<file path="config.mk">
export PLATFORM = sky130hd
export DESIGN_NAME = buffer_lru_lookup
export DESIGN_NICKNAME = d
export VERILOG_FILES = /design/src/rtl/buffer_lru_lookup.sv
export SDC_FILE = /design/constraint.sdc
export NUM_CORES = 1
export LEC_CHECK = 0
export CAP_MARGIN = 0
export CORE_ASPECT_RATIO = 1.1
export CORE_MARGIN = 4
export CORE_UTILIZATION = 33
export DETAILED_ROUTE_END_ITERATION = 10
export GPL_ROUTABILITY_DRIVEN = 0
export PLACE_DENSITY_LB_ADDON = 0.1
export SKIP_CTS_REPAIR_TIMING = 1
export SLEW_MARGIN = 25
export SYNTH_ARGS = -nofsm -noshare
export SYNTH_HDL_FRONTEND = slang
export SYNTH_SLANG_ARGS = --single-unit
</file>
<file path="constraint.sdc">
create_clock -name clk_i -period 2.33 [get_ports clk_i]
set_clock_uncertainty 0.1 [all_clocks]
set_input_delay 0.466 -clock clk_i [delete_from_list [all_inputs] [get_ports clk_i]]
set_output_delay 0.466 -clock clk_i [all_outputs]
set_load 0.03 [all_outputs]
</file>
<file path="src/rtl/buffer_lru_lookup.sv">
// Sequential first-match search of a live slot array: one slot per cycle, IDLE -> SCAN -> DONE.
// Optional miss counter output enabled by defining BUFFER_LRU_LOOKUP_MISS_CNT_EN.
module buffer_lru_lookup #(
    parameter int WIDTH    = 16,
    parameter int BUF_SIZE = 8
) (
    input  logic                               clk_i,
    input  logic                               rst_i,
    input  logic                               req_i,
    input  logic [WIDTH-1:0]                   key_i,
    input  logic [BUF_SIZE-1:0][WIDTH-1:0]     buf_array_i,
    output logic                               busy_o,
    output logic                               done_o,
    output logic                               hit_o,
    output logic [$clog2(BUF_SIZE)-1:0]        idx_o
`ifdef BUFFER_LRU_LOOKUP_MISS_CNT_EN
    ,
    output logic [15:0]                        miss_cnt_o
`endif
);
    localparam int IDX_W = $clog2(BUF_SIZE);
    localparam logic [IDX_W-1:0] LAST_SLOT = IDX_W'(BUF_SIZE - 1);

    typedef enum logic [1:0] {IDLE, SCAN, DONE} state_e;

    state_e             state_q;
    logic [IDX_W-1:0]   cnt_q;
    logic [WIDTH-1:0]   key_q;
    logic               hit_q;
    logic [IDX_W-1:0]   idx_q;
    logic [WIDTH-1:0]   slot_val;
    logic               slot_match;

    // Empty slots (value 0) are never a match, so a zero key always misses.
    assign slot_val   = buf_array_i[cnt_q];
    assign slot_match = (slot_val == key_q) && (slot_val != '0);

`ifdef BUFFER_LRU_LOOKUP_MISS_CNT_EN
    logic [15:0] miss_cnt_q;
    always_ff @(posedge clk_i) begin
        if (rst_i)
            miss_cnt_q <= '0;
        else if (state_q == SCAN && !slot_match && cnt_q == LAST_SLOT && miss_cnt_q != 16'hFFFF)
            miss_cnt_q <= miss_cnt_q + 16'd1;
    end
    assign miss_cnt_o = miss_cnt_q;
`endif

    always_ff @(posedge clk_i) begin
        if (rst_i) begin
            state_q <= IDLE;
            cnt_q   <= '0;
            key_q   <= '0;
            hit_q   <= 1'b0;
            idx_q   <= '0;
        end else begin
            case (state_q)
                IDLE: begin
                    if (req_i) begin
                        key_q   <= key_i;
                        cnt_q   <= '0;
                        hit_q   <= 1'b0;
                        idx_q   <= '0;
                        state_q <= SCAN;
                    end
                end
                SCAN: begin
                    if (slot_match) begin
                        hit_q   <= 1'b1;
                        idx_q   <= cnt_q;
                        state_q <= DONE;
                    end else if (cnt_q == LAST_SLOT) begin
                        hit_q   <= 1'b0;
                        idx_q   <= '0;
                        state_q <= DONE;
                    end else begin
                        cnt_q <= cnt_q + 1'b1;
                    end
                end
                DONE:    state_q <= IDLE;
                default: state_q <= IDLE;
            endcase
        end
    end

    assign busy_o = (state_q != IDLE);
    assign done_o = (state_q == DONE);
    assign hit_o  = hit_q;
    assign idx_o  = idx_q;

endmodule

</file>
## Yosys cells after proc, flatten, opt, wreduce, memory -nomap -nowiden

Cells that the tools add are included.
W data, S select, Z words.

| word-level totals | value |
|---|---|
| logic and storage cells | 41 |
| register bits after elaboration | 25 |
| output and inout bits | 6 |

| cells by class | value |
|---|---|
| equal/unequal tests | 8 |
| reductions and logical operators | 9 |
| magnitude comparators | 1 |
| muxes and demuxes | 17 |
| add/subtract/negate cells | 1 |

Operators with widths:

| kind | count |
|---|---|
| $bmux W16 S3 | 1 |
| $eq A16 B16 Y1 | 1 |
| $mux W16 | 1 |
| $reduce_bool A16 Y1 | 1 |
| $mux W3 | 5 |
| $pmux W3 S2 | 2 |
| $mux W2 | 3 |
| $ne A2 B2 Y1 const B | 3 |
| $lt A3 B4 Y1 const B | 1 |
| $pmux W2 S2 | 1 |
| $reduce_and A2 Y1 | 2 |
| $reduce_and A4 Y1 | 1 |
| $reduce_bool A2 Y1 | 2 |
| $add A3 B1 Y3 const B | 1 |
| $eq A3 B3 Y1 const B | 1 |
| $mux W1 | 3 |
| $ne A3 B3 Y1 const B | 1 |
| $reduce_and A3 Y1 | 1 |
| $eq A2 B1 Y1 const B | 1 |
| $eq A2 B2 Y1 const B | 1 |
| $logic_not A2 Y1 | 1 |
| $pmux W1 S2 | 1 |
| $logic_and A1 B1 Y1 | 1 |

## Depth between registers and ports, before layout

Gate-level depths: netlist of run 1.

| logic depth | value |
|---|---|
| depth in word-level cells | 6 |
| depth in mapped cells | 9 |

## Worst setup path before layout of run 1

No wires, ideal clock.

| timing path | value |
|---|---|
| path kind | flip-flop to flip-flop |
| start | register cnt_q[0] |
| end | register cnt_q[1] |
| setup slack | -35 ps |
| data required time | 2112 ps |
| library setup time | 118 ps |
| stages on the path, launching flop included | 10 |
| clock period less this slack | 2365 ps |
| arrival time | 2146 ps |
| path buffers | 2 |
| path through | dfxtp_1 -> buf_6 -> buf_6 -> mux4_2 -> mux2i_2 -> nand4_1 -> nor3_2 -> nand2_1 -> a31o_4 -> mux2i_1 |

| between the ends | value |
|---|---|
| word-level cells in the longest chain between the ends | 6 |
| elaborated cells between the ends (all ways) | 13 |
| those cells by class | 1 x add/sub; 4 x eq/ne; 5 x mux; 3 x reduce/logical |

Ends and longest elaborated chain:

| what | line | text |
|---|---|---|
| start: declaration | 27 | `logic [IDX_W-1:0] cnt_q;` |
| start signal: assignment | 77 | `cnt_q <= cnt_q + 1'b1;` |
| $bmux W16 S3 | 35 | `assign slot_val = buf_array_i[cnt_q];` |
| $mux W16 (implied by the code) | 35 |  |
| $eq A16 B16 Y1 or $reduce_bool A16 Y1 (tied branches) | 36 | `assign slot_match = (slot_val == key_q) && (slot_val != '0);` |
| $logic_and A1 B1 Y1 | 36 |  |
| $ne A2 B2 Y1 (no line) | - |  |
| $reduce_and A4 Y1 (no line) | - |  |

Several ways; a longest one is shown, not always the timed one. The select of a mux whose other input is x is not followed.
A chain may end at the register's enable or synchronous reset.

## Worst setup path in the final report of run 1

| timing path | value |
|---|---|
| start | register cnt_q[0] |
| end | register cnt_q[2] |

Same word-level chain as after synthesis.

==> flow_summary_export.csv, run 1 <==
group,metric,value,unit
run_status,violations,"negative setup slack",
critical_path,max_stage_delay,0.49,ns
drt,wire_per_inst,16.1,µm
drt,first_pass_iters,6,
clocking,cts_root_buffer,"clkbuf_8",
placement,portBuffers,152,
critical_path,cpMostUsedCell,"mux2i_1",
timing,slew_headroom,0.627,
global_routing,antenna_found_initial,0,
floorplanning,coreArea,0.00671,mm²
synthesis,synthDominantCellAreaShare,0.216,
layout,area_delta_synth_final,84.5,%
critical_path,critPathLaunchType,"register",
timing,post-route-min-period,2.54,ns
synthesis,synthFlopType,"dfxtp_1",
synthesis,synth-edff-count,0,
synthesis,synth_warnings,0,
synthesis,synth_area,0.00232,mm²
clocking,cts.sinks,25,
critical_path,cp.required,2.44,ns
drt,dr.first_iter.drc_count,59,
placement,hpwlAfterDp,6910,µm
floorplanning,ios,153,
timing,finalCritPeriodShare,1.09,
critical_path,crit_chain,"buf_12 > mux4_2 > mux2i_1 > buf_4 > xor2_4 > nand3_2 > nor4_4 > a31o_4 > mux2i_1",
critical_path,critPathArrivalTime,2.64,ns
global_routing,grt_max_degree,24,
floorplanning,start_util,0.345,
floorplanning,die-area,0.00842,mm²
power_and_ir_drop,p_leak,1.63,nW
synthesis,async_reset_ff_frac,0,
clocking,cts_tree,"built",
synthesis,syn_inst,245,
synthesis,syn-num-nets,394,
layout,diodes,0,
drt,detail-route-antenna-nets,0,
clocking,clk_pin_slew,0.09,ns
synthesis,synth_seq_cells,25,
global_routing,grt_usage,0.182,
global_routing,grt_pass1_wl,12000,µm
critical_path,end_kind,"register",
timing,grt_setup_unrepaired,"true",
clocking,cts_max_path_buffers,2,
drt,wl,7980,µm
synthesis,ys_types,35,
timing,setup_viol,9,
worst_hold_path,hp-class,"reg2reg",
clocking,clock_latency,0.27,ns
synthesis,synth_area_leaders,"dfxtp_1, mux4_2, mux2i_1",
flow_run,maxCapViolations,0,
layout,nNetsFinal,565,
clocking,cts_htree_levels,1,
global_routing,overflow,0,
synthesis,syn_avg_cell_area,9.45,µm²
run_status,outcome,"complete, but fails checks",
floorplanning,die_x,87.9,µm
critical_path,critPathMaxFanout,9,
timing,max_freq,394,MHz
synthesis,synth_area_leader_cell,"dfxtp_1",
power_and_ir_drop,max-vdd-ir-drop,0.260,mV
synthesis,synth_mux_area_frac,0.385,
power_and_ir_drop,power.density,293,mW/mm²
timing,drv_slew,0,
synthesis,synthSimpleGateAreaFrac,0.193,
layout,fin_util,0.637,
drt,drc,0,
synthesis,synth_compound_area_frac,0.115,
critical_path,path_class,"reg2reg",
synthesis,ys_seq_area_frac,0.216,
global_routing,grt_pass1_vias,2606,
timing,setup_ws,-0.206,ns
layout,drive_gt1_frac,0.200,
clocking,cts_buffers,3,
synthesis,synth_xor_area_frac,0.0378,
drt,vias_per_cell,5.12,
timing,holdWs,0.360,ns
timing,hold_viol,0,
floorplanning,rows,31,
critical_path,cp_slowest_cell,"mux4_2",
synthesis,yosys.area_share.adder,0.0108,
drt,via_count,2543,
timing,worstMarginPinSlew,0.558,ns
floorplanning,die_y,95.9,µm
synthesis,synth_top_family_by_area,"multiplexers",
## worst paths after layout
kind	slack (ns)	startpoint	cells after the start	end
worst max register to register	-0.21	cnt_q[0]	9	cnt_q[2]
worst max-delay path	-0.21	cnt_q[0]	9	cnt_q[2]
worst min-delay path	0.36	hit_o	2	hit_o
worst min register to register	0.36	hit_o	2	hit_o
## cells in the mapped netlist, types with 2 or more instances
cell type  instances
o22ai_1            8
a22o_1             5
mux2_2            12
xor2_1            10
o21ai_0            8
buf_6              4
buf_2              4
nand4_1            8
or3_1              7
nor3_2             2
nand3b_1           3
dfxtp_1           25
nor2b_1            4
nor2_1             5
mux4_2            20
mux2i_2            4
clkbuf_1           8
nand2_1           41
nand2b_1           7
ha_1               2
mux2i_1           24
nand3_1            4
a21oi_1           18
## worst max-delay path: cells and delay by family (launching register included)
family | cells | cell delay (ns)
flip-flops | 1 | 0.38
AO/OA/AOI/OAI | 1 | 0.22
AND/OR/NAND/NOR | 2 | 0.42
buffers and inverters | 2 | 0.32
multiplexers | 3 | 0.87
XOR/XNOR | 1 | 0.16
## report_power, final
group	total, mW	leakage (nW)	internal, mW	switching (mW)
combinational	0.536	1.40	0.365	0.171
clock	0.257	0.0255	0.120	0.137
sequential	0.461	0.205	0.445	0.0159
total	1.25	1.63	0.930	0.324
## flip-flops by register name, indices dropped and copies added (netlist names)
signal and count:
state_q 2, cnt_q 3, hit_o 1, idx_o 3, key_q 16
## layer usage
| layer | vias to the layer above | GRT usage | part of all wire | routed length (µm) |
|---|---|---|---|---|
| met5 | - | 0 | 0 | 0 |
| met4 | 0 | 0.0422 | 0.020 | 160 |
| met3 | 12 | 0.0377 | 0.076 | 603 |
| met2 | 90 | 0.369 | 0.55 | 4380 |
| met1 | 1177 | 0.186 | 0.36 | 2840 |
| li1 | 1264 | - | - | - |
## stage by stage
| step | total power, mW | std cells | area [µm²] | setup slack (ns) | TNS (ns) |
|---|---|---|---|---|---|
| floorplan | 0.679 | 245 | 2330 | 0.00116 | 0 |
| global placement | 0.987 | 491 | 4110 | -0.579 | -4.77 |
| detailed placement | 0.992 | 491 | 4110 | -0.588 | -4.81 |
| CTS | 1.25 | 495 | 4150 | -0.298 | -2.25 |
| global route | 1.31 | 497 | 4270 | -0.343 | -2.72 |
| finish | 1.25 | 497 | 4270 | -0.206 | -1.44 |
## kinds of logic after synthesis
logic type | Yosys count
simple gates | 87
mux | 61
compound gates | 43
flops | 25
buf+inv | 17
xor+xnor | 10
fa+ha+maj | 2
## layout by cell type (no fill, tap or decap), types with 4 or more instances in the layout
cell,count
clkdlybuf4s50_1,144
nand2_1,41
buf_4,26
mux2i_1,24
dfxtp_1,24
mux4_2,20
a21oi_1,18
mux2_2,12
xor2_1,8
nand4_1,8
dlymetal6s2s_1,8
nand2b_1,7
o22ai_1,7
or3_1,7
nor2_1,5
a22o_1,5
nor2b_1,4
o21ai_0,4
o21ai_1,4
buf_12,4
## final cells by class
cell class | count | area, µm²
Tap cell | 82 | 103
Clock buffer | 3 | 41.3
Clock inverter | 1 | 5.00
Sequential cell | 25 | 504
Fill cell | 594 | 2440
Timing Repair Buffer | 182 | 1820
Inverter | 1 | 3.75
Multi-Input combinational cell | 203 | 1800
Power figures use the tool's default switching activity.
==> run 2: changes to the inputs <==
--- a/config.mk
+++ b/config.mk
@@ -5,10 +5,11 @@
 export SDC_FILE = /design/constraint.sdc
 export NUM_CORES = 1
 export LEC_CHECK = 0
-export CAP_MARGIN = 0
+export CELL_PAD_IN_SITES_DETAIL_PLACEMENT = 1
+export CELL_PAD_IN_SITES_GLOBAL_PLACEMENT = 1
 export CORE_ASPECT_RATIO = 1.1
 export CORE_MARGIN = 4
-export CORE_UTILIZATION = 33
+export CORE_UTILIZATION = 23
 export DETAILED_ROUTE_END_ITERATION = 10
 export GPL_ROUTABILITY_DRIVEN = 0
 export PLACE_DENSITY_LB_ADDON = 0.1
==> flow_summary_export.csv, run 2 (same netlist as run 1, synthesis figures left out) <==
group,metric,value,unit
run_status,outcome,"complete, but fails checks",
run_status,violations,"negative setup slack",
drt,drc,0,
floorplanning,die_x,104,µm
clocking,clk_pin_slew,0.08,ns
floorplanning,start_util,0.235,
timing,setup_viol,9,
clocking,cts_max_path_buffers,2,
power_and_ir_drop,intPower,0.935,mW
timing,slew_headroom,0.724,
critical_path,critPathLaunchType,"input port",
drt,first_pass_iters,4,
layout,nNetsFinal,567,
clocking,cts.sinks,25,
layout,regArea,504,µm²
layout,drive_gt1_frac,0.209,
layout,nFillCells,1118,
global_routing,overflow,0,
drt,wire_per_inst,18.8,µm
layout,multi_input_area,0.00179,mm²
layout,area_delta_synth_final,86.7,%
floorplanning,ios,153,
power_and_ir_drop,p_comb_frac,0.428,
power_and_ir_drop,power.density,297,mW/mm²
clocking,clock_latency,0.28,ns
layout,fin_util,0.439,
layout,layout_commonest_cell,"clkdlybuf4s50_1",
clocking,cts_root_buffer,"clkbuf_8",
layout,final_cell_mix,"clkdlybuf4s50_1, nand2_1, buf_4",
power_and_ir_drop,p_leak,1.58,nW
timing,setup_ws,-0.242,ns
power_and_ir_drop,switchingPower,0.351,mW
drt,dr.first_iter.drc_count,40,
global_routing,grt_usage,0.171,
timing,hold_viol,0,
timing,worstMarginPinSlew,0.414,ns
critical_path,critPathMaxFanout,4,
floorplanning,die_y,113,µm
critical_path,critPathArrivalTime,2.66,ns
timing,grt_setup_unrepaired,"true",
global_routing,antenna_found_initial,0,
floorplanning,die-area,0.0117,mm²
placement,portBuffers,152,
floorplanning,rows,38,
drt,wl,10100,µm
layout,top_register,"key_q",
critical_path,max_stage_delay,0.48,ns
critical_path,cpMostUsedCell,"mux2i_1",
clocking,cts_htree_levels,1,
placement,placed_area,0.00415,mm²
floorplanning,coreArea,0.00984,mm²
global_routing,grt_max_degree,22,
drt,detail-route-antenna-nets,0,
power_and_ir_drop,sw_frac_of_total,0.273,
worst_hold_path,hp-class,"reg2reg",
timing,drv_slew,0,
layout,diodes,0,
flow_run,maxCapViolations,0,
drt,via_count,2554,
critical_path,cp.required,2.42,ns
power_and_ir_drop,sequentialPowerShare,0.360,
critical_path,cp_slowest_cell,"mux4_2",
critical_path,path_class,"in2reg",
global_routing,grt_pass1_wl,15600,µm
clocking,cts_tree,"built",
layout,largest_reg_flops,16,
critical_path,crit_chain,"clkdlybuf4s50_1 > mux4_2 > mux2i_1 > buf_4 > xor2_2 > nand3_2 > nor4_4 > a31o_4 > mux2i_1",
layout,finalInstanceArea,0.00432,mm²
timing,post-route-min-period,2.57,ns
power_and_ir_drop,p_clk_frac,0.212,
power_and_ir_drop,max-vdd-ir-drop,0.236,mV
clocking,cts_buffers,3,
placement,hpwlAfterDp,8800,µm
timing,finalCritPeriodShare,1.10,
critical_path,end_kind,"register",
timing,max_freq,389,MHz
global_routing,grt_pass1_vias,2781,
drt,vias_per_cell,4.76,
==> run 2: cell count changes in the layout (fill, tap and decap cells not counted), sizes merged <==
| cell | delta |
|---|---|
| clkdlybuf4s50 | +6 |
| clkinvlp | +1 |
| dlymetal6s2s | -6 |
| clkinv | -1 |
| buf | +2 |
==> run 2: worst max-delay path: cells and delay by family <==
| kind | cells | cell delay (ns) |
|---|---|---|
| buf+inv | 2 | 0.56 |
| compound gates | 1 | 0.23 |
| xor+xnor | 1 | 0.17 |
| mux | 3 | 0.83 |
| simple gates | 2 | 0.41 |
==> run 2: path summary, 6_finish.rpt <==
check                  startpoint       end  slack [ns]  cells past startpoint
setup reg to reg         cnt_q[0]  cnt_q[0]       -0.23                      9
setup / recovery  buf_array_i[73]  cnt_q[0]       -0.24                      9
hold reg to reg          key_q[4]  key_q[4]        0.37                      2
hold / removal           key_q[4]  key_q[4]        0.37                      2
==> run 2: per-stage QoR <==
step / setup TNS (ns) / hold WS [ns] / setup WS (ns) / std cells / power, mW
after CTS: -3.47 / 0.378 / -0.442 / 533 / 1.28
after floorplan: 0 / 0.341 / 0.00116 / 245 / 0.679
after global routing: -2.97 / 0.390 / -0.424 / 537 / 1.36
after global placement: -5.31 / 0.357 / -0.618 / 529 / 1.00
final: -1.50 / 0.375 / -0.242 / 537 / 1.29
after detailed placement: -5.97 / 0.363 / -0.699 / 529 / 1.01
==> run 2: cell type report <==
class	instances	share of cell area
sequential	25	0.117
tap	120	0.0347
inverter	1	0.000868
multi-input combinational	203	0.415
clock inverter	1	0.00174
clock buffer	3	0.00955
timing repair buffer	184	0.422
==> run 2: layer usage <==
layer / global-route usage / wire (µm) / vias up
li1: - / - / 1262
met1: 0.185 / 3890 / 1221
met4: 0.0337 / 119 / 0
met2: 0.350 / 5720 / 62
met3: 0.0280 / 380 / 9
met5: 0 / 0 / -
==> run 2: power groups by stage <==
stage / Combinational, mW / Clock (mW) / Sequential (mW)
floorplan: 0.212 / 0 / 0.466
global placement: 0.529 / 0 / 0.473
detailed placement: 0.535 / 0 / 0.473
CTS: 0.537 / 0.283 / 0.463
global route: 0.597 / 0.298 / 0.466
finish: 0.551 / 0.273 / 0.463
